## config.mk

```make
export PLATFORM = sky130hd
export DESIGN_NAME = memory_stage
export DESIGN_NICKNAME = d
export VERILOG_FILES = /design/src/rtl/memory_stage.sv
export SDC_FILE = /design/constraint.sdc
export NUM_CORES = 1
export LEC_CHECK = 0
export ABC_AREA = 1
export CAP_MARGIN = 40
export CORE_UTILIZATION = 33
export DETAILED_ROUTE_END_ITERATION = 12
export GPL_ROUTABILITY_DRIVEN = 0
export PLACE_DENSITY = 0.57
export SYNTH_ARGS = -nofsm -noshare
export SYNTH_HDL_FRONTEND = slang
export SYNTH_SLANG_ARGS = --single-unit
```

## constraint.sdc

```tcl
create_clock -name clk -period 19.6 [get_ports clk]
set_input_delay 3.92 -clock clk [delete_from_list [all_inputs] [get_ports clk]]
set_output_delay 3.92 -clock clk [all_outputs]
set_load 0.02 [all_outputs]
```

## src/rtl/memory_stage.sv

```systemverilog
// memory_stage: data-memory access stage owning the stack pointer; sequences
// single-word and two-word stack accesses and registers results for Write-Back.
module memory_stage #(
  parameter int ADDR_W = 12,
  parameter logic [ADDR_W-1:0] SP_INIT = ADDR_W'(2**ADDR_W-1),
  parameter int WB_W = 16
) (
  input  logic              clk,
  input  logic              rst,
  input  logic              in_valid,
  input  logic [2:0]        m_op,
  input  logic [15:0]       alu_in,
  input  logic [15:0]       rdst_in,
  input  logic [31:0]       pc_in,
  input  logic [WB_W-1:0]   wb_in,
  output logic              stall,
  output logic [ADDR_W-1:0] dmem_addr,
  output logic [15:0]       dmem_wdata,
  output logic              dmem_we,
  output logic              dmem_re,
  input  logic [15:0]       dmem_rdata,
  output logic [15:0]       sp_out,
  output logic              out_valid,
  output logic [15:0]       mem_result,
  output logic [15:0]       alu_out,
  output logic [WB_W-1:0]   wb_out,
  output logic [31:0]       pc_out,
  output logic              pc_valid
);
  typedef enum logic [2:0] {IDLE, A1, A2, RD, DONE} state_t;
  localparam logic [2:0] OP_LD = 3'd1, OP_ST = 3'd2, OP_PUSH = 3'd3, OP_POP = 3'd4,
                         OP_PUSH32 = 3'd5, OP_POP32 = 3'd6;
  state_t state_q, state_d;
  logic [2:0] op_q, op_d;
  logic [15:0] alu_q, alu_d, rdst_q, rdst_d, lo_q, lo_d, mem_result_q, mem_result_d;
  logic [15:0] alu_out_q, alu_out_d, dmem_wdata_q, dmem_wdata_d;
  logic [31:0] pc_q, pc_d, pc_out_q, pc_out_d;
  logic [WB_W-1:0] wb_q, wb_d, wb_out_q, wb_out_d;
  logic [ADDR_W-1:0] sp_q, sp_d, dmem_addr_q, dmem_addr_d;
  logic stall_q, stall_d, out_valid_q, out_valid_d, pc_valid_q, pc_valid_d;
  logic dmem_we_q, dmem_we_d, dmem_re_q, dmem_re_d;
  logic acc, none, issue, push_like, pop_like, wr, done;
  always_comb begin
    acc = (state_q == IDLE || state_q == DONE) && in_valid;
    op_d = acc ? m_op : op_q;
    alu_d = acc ? alu_in : alu_q;
    rdst_d = acc ? rdst_in : rdst_q;
    pc_d = acc ? pc_in : pc_q;
    wb_d = acc ? wb_in : wb_q;
    lo_d = state_q == A2 ? dmem_rdata : lo_q;
    none = op_d == 3'd0 || op_d == 3'd7;
    unique case (state_q)
      A1: state_d = (op_q == OP_LD || op_q == OP_POP) ? RD :
                    (op_q == OP_PUSH32 || op_q == OP_POP32) ? A2 : DONE;
      A2: state_d = op_q == OP_POP32 ? RD : DONE;
      RD: state_d = DONE;
      default: state_d = acc ? (none ? DONE : A1) : IDLE;
    endcase
    // Commands are registered on the edge entering A1 (from accept) or A2 (from A1)
    issue = (acc && !none) || (state_q == A1 && state_d == A2);
    push_like = op_d == OP_PUSH || op_d == OP_PUSH32;
    pop_like = op_d == OP_POP || op_d == OP_POP32;
    wr = op_d == OP_ST || push_like;
    dmem_we_d = issue && wr;
    dmem_re_d = issue && !wr;
    dmem_addr_d = !issue ? dmem_addr_q : (op_d == OP_LD || op_d == OP_ST) ? alu_d[ADDR_W-1:0] :
                  pop_like ? sp_q + 1'b1 : sp_q;
    dmem_wdata_d = !issue ? dmem_wdata_q : op_d == OP_PUSH32 ? (acc ? pc_d[31:16] : pc_d[15:0]) : rdst_d;
    sp_d = !issue ? sp_q : push_like ? sp_q - 1'b1 : pop_like ? sp_q + 1'b1 : sp_q;
    done = state_d == DONE;
    out_valid_d = done;
    stall_d = state_d == A1 || state_d == A2 || state_d == RD;
    alu_out_d = done ? alu_d : alu_out_q;
    wb_out_d = done ? wb_d : wb_out_q;
    mem_result_d = !done ? mem_result_q : (op_d == OP_LD || op_d == OP_POP) ? dmem_rdata : '0;
    pc_valid_d = done && op_d == OP_POP32;
    pc_out_d = pc_valid_d ? {dmem_rdata, lo_q} : pc_out_q;
  end
  always_ff @(posedge clk or posedge rst) begin
    if (rst) begin
      state_q <= IDLE;
      op_q <= '0;
      alu_q <= '0;
      rdst_q <= '0;
      pc_q <= '0;
      wb_q <= '0;
      lo_q <= '0;
      sp_q <= SP_INIT;
      dmem_addr_q <= '0;
      dmem_wdata_q <= '0;
      dmem_we_q <= 1'b0;
      dmem_re_q <= 1'b0;
      stall_q <= 1'b0;
      out_valid_q <= 1'b0;
      mem_result_q <= '0;
      alu_out_q <= '0;
      wb_out_q <= '0;
      pc_out_q <= '0;
      pc_valid_q <= 1'b0;
    end else begin
      state_q <= state_d;
      op_q <= op_d;
      alu_q <= alu_d;
      rdst_q <= rdst_d;
      pc_q <= pc_d;
      wb_q <= wb_d;
      lo_q <= lo_d;
      sp_q <= sp_d;
      dmem_addr_q <= dmem_addr_d;
      dmem_wdata_q <= dmem_wdata_d;
      dmem_we_q <= dmem_we_d;
      dmem_re_q <= dmem_re_d;
      stall_q <= stall_d;
      out_valid_q <= out_valid_d;
      mem_result_q <= mem_result_d;
      alu_out_q <= alu_out_d;
      wb_out_q <= wb_out_d;
      pc_out_q <= pc_out_d;
      pc_valid_q <= pc_valid_d;
    end
  end
  assign stall = stall_q;
  assign dmem_addr = dmem_addr_q;
  assign dmem_wdata = dmem_wdata_q;
  assign dmem_we = dmem_we_q;
  assign dmem_re = dmem_re_q;
  assign sp_out = 16'(sp_q);
  assign out_valid = out_valid_q;
  assign mem_result = mem_result_q;
  assign alu_out = alu_out_q;
  assign wb_out = wb_out_q;
  assign pc_out = pc_out_q;
  assign pc_valid = pc_valid_q;
endmodule

```

==> results of run 1 <==
## synth_stat cells (2+ instances only)
master | instances | share of area
nand2_2 | 12 | 0.0076
inv_1 | 45 | 0.017
o21ai_0 | 21 | 0.011
mux2_2 | 16 | 0.018
buf_2 | 37 | 0.019
nand2_1 | 653 | 0.25
a21oi_1 | 2 | 0.0010
xnor2_1 | 2 | 0.0018
buf_4 | 11 | 0.0084
nand3b_1 | 5 | 0.0038
o211ai_1 | 40 | 0.031
nor2_4 | 2 | 0.0023
nor3_1 | 3 | 0.0015
xor2_1 | 8 | 0.0071
dfstp_2 | 12 | 0.032
ha_1 | 2 | 0.0025
clkbuf_1 | 19 | 0.0073
buf_1 | 2 | 0.00076
nand3_1 | 78 | 0.040
or2_2 | 2 | 0.0013
nor2_1 | 24 | 0.0092
buf_6 | 9 | 0.010
nand4_1 | 5 | 0.0032
dfrtp_1 | 199 | 0.51
o21ai_2 | 2 | 0.0018
## per-stage QoR
step	instance area, sq um	total power, mW
after floorplan	9842	1.509
after global placement	12210	1.902
after detailed placement	12360	1.949
after CTS	13190	2.424
after global routing	13200	2.581
final	13200	2.396
## layer usage
| metal | track usage | vias to the layer above |
|---|---|---|
| met4 | 0.05181 | 0 |
| li1 | - | 4198 |
| met2 | 0.3088 | 246 |
| met5 | 0 | - |
| met1 | 0.2655 | 3985 |
| met3 | 0.03547 | 39 |
## worst max-delay path by stage
stage / to / slack (ns) / cells past startpoint
2_1_floorplan: alu_out[0] / 9.93 / 1
3_5_place_dp: pc_out[20] / 12.41 / 11
4_1_cts: pc_out[8] / 12.94 / 11
6_report: pc_out[16] / 12.95 / 11
5_1_grt: pc_out[8] / 12.69 / 11
3_3_place_gp: mem_result[13] / 11.30 / 10
## power by group through the flow
stage / registers [mW] / logic (mW) / clock network, mW
floorplan: 0.860 / 0.650 / 0
global placement: 0.766 / 1.14 / 0
detailed placement: 0.765 / 1.18 / 0
CTS: 0.762 / 1.19 / 0.474
global route: 0.785 / 1.30 / 0.492
finish: 0.761 / 1.17 / 0.462
## final cells by class
cell class / instances / area (sq um) / area share
Antenna cell: 1 / 2.502 / 0.0001896
Clock buffer: 38 / 764.5 / 0.05794
Clock inverter: 7 / 63.81 / 0.004836
Inverter: 46 / 180.2 / 0.01365
Multi-Input combinational cell: 886 / 3951 / 0.2994
Sequential cell: 211 / 5295 / 0.4013
Tap cell: 384 / 480.5 / 0.03641
Timing Repair Buffer: 238 / 2457 / 0.1862
## cell families after synthesis
| kind of cell | share of synthesized area |
|---|---|
| muxes | 0.01833 |
| buffers and inverters | 0.06313 |
| adders and majority gates | 0.002545 |
| and+or+nand+nor | 0.3218 |
| xor gates and xnor gates | 0.008910 |
| AOI/OAI and AO/OA | 0.04633 |
| DFF | 0.5386 |
| other | 0.0003815 |
## registers in the layout, indices dropped and copies added (netlist names)
name	cells
op_q	3
dmem_wdata	16
wb_out	16
stall	1
state_q	3
sp_q	12
dmem_we	1
alu_q	16
wb_q	16
mem_result	16
pc_out	32
rdst_q	16
dmem_re	1
alu_out	16
lo_q	16
pc_q	16
dmem_addr	12
out_valid	1
pc_valid	1
## worst reg2reg max path: cells and delay by family, from the launching register on
family,cells,cell delay (ns)
simple gates,10,2.44
flops,1,0.41
buf+inv,1,0.31
==> out/qor.csv, run 1 <==
metric;value;unit
ys_ff_latch;211;
insertion_delay;0.52;ns
power.switching;1.036;mW
worst-setup-path-type;in2reg;
die_w;174.6;um
clock_power_share;0.193;
critPathRequiredTime;20.00;ns
synth_cell_types;32;
worstPathCellList;clkdlybuf4s50_1, nand2_4, nand2_1, nand2_1, nand2_2, nand3_2, nand2_4, buf_16, nand2_4, nand2_1, nand2_1;
worst_pin_slew;0.8334;ns
root_buffer;clkbuf_16;
timing.final.crit_share;0.3395;
drt-initial-drc-count;595;
ios;231;
regToRegSetupSlack;16.33;ns
final_common_cell;nand2_1;
maxCapViolations;0;
hold_buffers;0;
grt_max_degree;117;
cp_common_cell;nand2_1;
syn_area;9831;sq um
yosys_warnings;0;
reg2reg_depth;11;
arrival;7.06;ns
hold_violations;0;
synth_flop_cell;dfrtp_1;
met2_length;13320;um
mostFrequentLayoutCells;nand2_1 (653), clkdlybuf4s50_1 (226), dfrtp_1 (199), nand3_1 (78), inv_1 (43);
critPathLaunchType;primary input;
antenna_found_initial;1;
place_inst;1765;
fin_skew;0.01383;ns
path_delay_family;simple AND/OR/NAND/NOR gates;
crit_start;in_valid;
cts.sinks;211;
hold_path_class;reg2reg;
drt_pass1_iterations;6;
postLayoutCoreUtil;0.4548;
synth-seq-area-share;0.5386;
top_layer;met4;
cp_slowest_stage_delay;0.63;ns
die_y;174.6;um
routed-wl-met3;1607;um
dieArea;30480;sq um
start_util;0.3388;
final_cells;1811;
routed_wl;28910;um
layout_min_cycle_time;6.653;ns
layout_setup_ws;12.95;ns
critPathMaxFanout;75;
m1WireLength;13320;um
grt_pass1_vias;8435;
cts_tree;built;
fmax;150.3;MHz
routedWlPerCell;15.96;um
p_seq_frac;0.318;
internal_power;1.359;mW
final_antenna_net_count;0;
cts_buffers;25;
track_usage;0.1920;
via_per_inst;4.676;
status;finished, final reports clean;
power.leakage;6.644;nW
nets;1512;
rsz0062_at_grt;false;
area_growth;34.22;%
p_comb_frac;0.489;
rr_endpoint;pc_out[16];
async_reset_ff_frac;1.000;
powerDensity;181.5;nW/um^2
n_fill_cell;2897;
core-area;29010;sq um
cts_setup_buffers;0;
clock_path_buffers;3;
p_sw_frac;0.4325;
cts_resized;0;
std_cell_rows;62;
crit_buf_inv;2;
r2r_start;state_q[1];
syn_avg_cell_area;8.071;sq um
drive_above_1_share;0.07504;
htreeDepth;1;
portBuffers;226;
crit_path_end_kind;register;
clk_pin_slew;0.05;ns
dp_hpwl;19640;um
whs_endpoint;pc_q[0];
drc;0;
holdCritStartpoint;pc_q[0];
cp_slowest_cell;clkdlybuf4s50_1;
finalSetupTns;0;ns
hold_depth;2;
syn_inst;1218;
holdWs;0.4662;ns
grt_pass1_wl;46810;um
place_ws;12.41;ns
synth-edff-count;0;
slew_viol_final;0;
num_vias;8468;
finalSetupViolations;0;
vdd_drop_max;82.28;uV
relSlewSlack;0.4430;
gr-total-overflow;0;
Note: power is estimated with default switching activity, not from simulation.
==> run 2, diff against run 1 <==
--- a/config.mk
+++ b/config.mk
@@ -10,7 +10,7 @@
 export CORE_UTILIZATION = 33
 export DETAILED_ROUTE_END_ITERATION = 12
 export GPL_ROUTABILITY_DRIVEN = 0
-export PLACE_DENSITY = 0.57
+export PLACE_DENSITY = 0.59
 export SYNTH_ARGS = -nofsm -noshare
 export SYNTH_HDL_FRONTEND = slang
 export SYNTH_SLANG_ARGS = --single-unit
==> constraint.sdc (replaced) <==
create_clock -name clk -period 5.5 [get_ports clk]
set_input_delay 1.1 -clock clk [delete_from_list [all_inputs] [get_ports clk]]
set_output_delay 1.1 -clock clk [all_outputs]
set_load 0.02 [all_outputs]
==> run 2 against run 1 <==
Cell count hardly changed. Via count is 0.48% lower. Wire length is 1.4% lower. Critical path type unchanged. Largest cell class unchanged. Hold slack better by 0.00096 ns. Clock-buffer cell count is 4 higher.
==> out/qor.csv, run 2 (synthesis gave the netlist of run 1 again) <==
metric;value;unit
clk_pin_slew;0.06;ns
gr-total-overflow;0;
cts_buffers;24;
finalSetupTns;0;ns
routedWlPerCell;15.73;um
layout_min_cycle_time;3.729;ns
clock_power_share;0.189;
nets;1513;
vdd_drop_max;323.0;uV
die_y;174.6;um
p_seq_frac;0.322;
rsz0062_at_grt;false;
ios;231;
place_area;12310;sq um
crit_path_end_kind;register;
final_cell_area;13110;sq um
power.switching;3.637;mW
holdWs;0.4671;ns
powerDensity;641.1;nW/um^2
timing.final.crit_share;0.6779;
layout_setup_ws;1.771;ns
grt_max_degree;113;
regArea;5295;sq um
finalSetupViolations;0;
track_usage;0.1901;
die_w;174.6;um
final_antenna_net_count;0;
drt_pass1_iterations;5;
hold_buffers;0;
p_sw_frac;0.4328;
clock_path_buffers;3;
n_fill_cell;2901;
hold_path_class;reg2reg;
std_cell_rows;62;
insertion_delay;0.52;ns
fmax;268.2;MHz
antenna_found_initial;2;
status;finished, final reports clean;
place_ws;1.210;ns
drc;0;
drt-initial-drc-count;632;
grt_pass1_wl;46460;um
portBuffers;226;
area_growth;33.33;%
cts.sinks;211;
root_buffer;clkbuf_16;
largest_reg_flops;32;
power;8.403;mW
critPathLaunchType;primary input;
mostFrequentLayoutCells;nand2_1 (653), clkdlybuf4s50_1 (226), dfrtp_1 (199), nand3_1 (78), inv_1 (43);
htreeDepth;1;
internal_power;4.766;mW
routed_wl;28510;um
slew_viol_final;0;
dp_hpwl;19210;um
power.leakage;6.596;nW
arrival;4.18;ns
final_common_cell;nand2_1;
p_comb_frac;0.489;
dieArea;30480;sq um
relSlewSlack;0.5022;
grt_pass1_vias;8417;
critPathRequiredTime;5.96;ns
num_vias;8427;
maxCapViolations;0;
fin_skew;0.01370;ns
worst-setup-path-type;in2reg;
cts_tree;built;
multiInputGateArea;3951;sq um
worst_pin_slew;0.7440;ns
drive_above_1_share;0.07293;
hold_violations;0;
cts_setup_buffers;0;
cts_resized;0;
core-area;29010;sq um
critPathMaxFanout;49;
start_util;0.3388;
via_per_inst;4.651;
[run 2: changes by cell type in the layout (fill, tap and decap cells not counted), sizes merged]
cell,before,now
buf,12,14
bufinv,1,0
clkbuf,38,42
clkinv,5,1
clkinvlp,0,1
diode,1,2
inv,47,45
[run 2: path summary, 6_finish.rpt]
check	start	to	slack, ns	cells after the start
setup / recovery	in_valid	pc_out[26]	1.77	11
hold / removal	pc_out[9]	pc_out[9]	0.47	2
setup reg to reg	state_q[1]	pc_out[26]	2.38	11
hold reg to reg	pc_out[9]	pc_out[9]	0.47	2
max in group asynchronous	rst	wb_out[12]	3.56	4
min in group asynchronous	rst	dmem_re	1.01	3
[run 2: per-stage QoR]
stage | instances | utilization
3_5_place_dp | 1767 | 0.4242
6_report | 1812 | 0.4518
2_1_floorplan | 1221 | -
5_1_grt | 1811 | 0.4517
4_1_cts | 1810 | 0.4516
3_3_place_gp | 1765 | 0.4228
[run 2: power groups by stage]
stage / registers (mW) / logic [mW] / clock network (mW)
after floorplan: 3.06 / 2.32 / 0
after global placement: 2.72 / 4.05 / 0
after detailed placement: 2.72 / 4.14 / 0
after CTS: 2.71 / 4.16 / 1.63
after global routing: 2.79 / 4.59 / 1.69
final: 2.70 / 4.11 / 1.59
[run 2: worst max-delay path, stage by stage]
cell and delay (ns):
clkdlybuf4s50_1 0.64, nand2_4 0.37, nand2_1 0.16, nand2_1 0.06
buf_4 0.22, nand2_2 0.27, nand3_2 0.15, nand2_4 0.37
buf_4 0.52, nand3_1 0.18, nand2_1 0.11
[run 2: cell type report]
cell class	instances	share of cell area
Sequential cell	211	0.4040
Multi-Input combinational cell	886	0.3015
Timing Repair Buffer	240	0.1835
Clock buffer	42	0.06023
Tap cell	384	0.03666
Inverter	46	0.01346
Clock inverter	1	0.0003818
Antenna cell	2	0.0003818
[run 2: routing by layer]
layer	wire, um	global-route usage
met1	12680	0.2600
met2	13290	0.3021
met3	1785	0.04417
met4	762	0.05181
met5	0	0
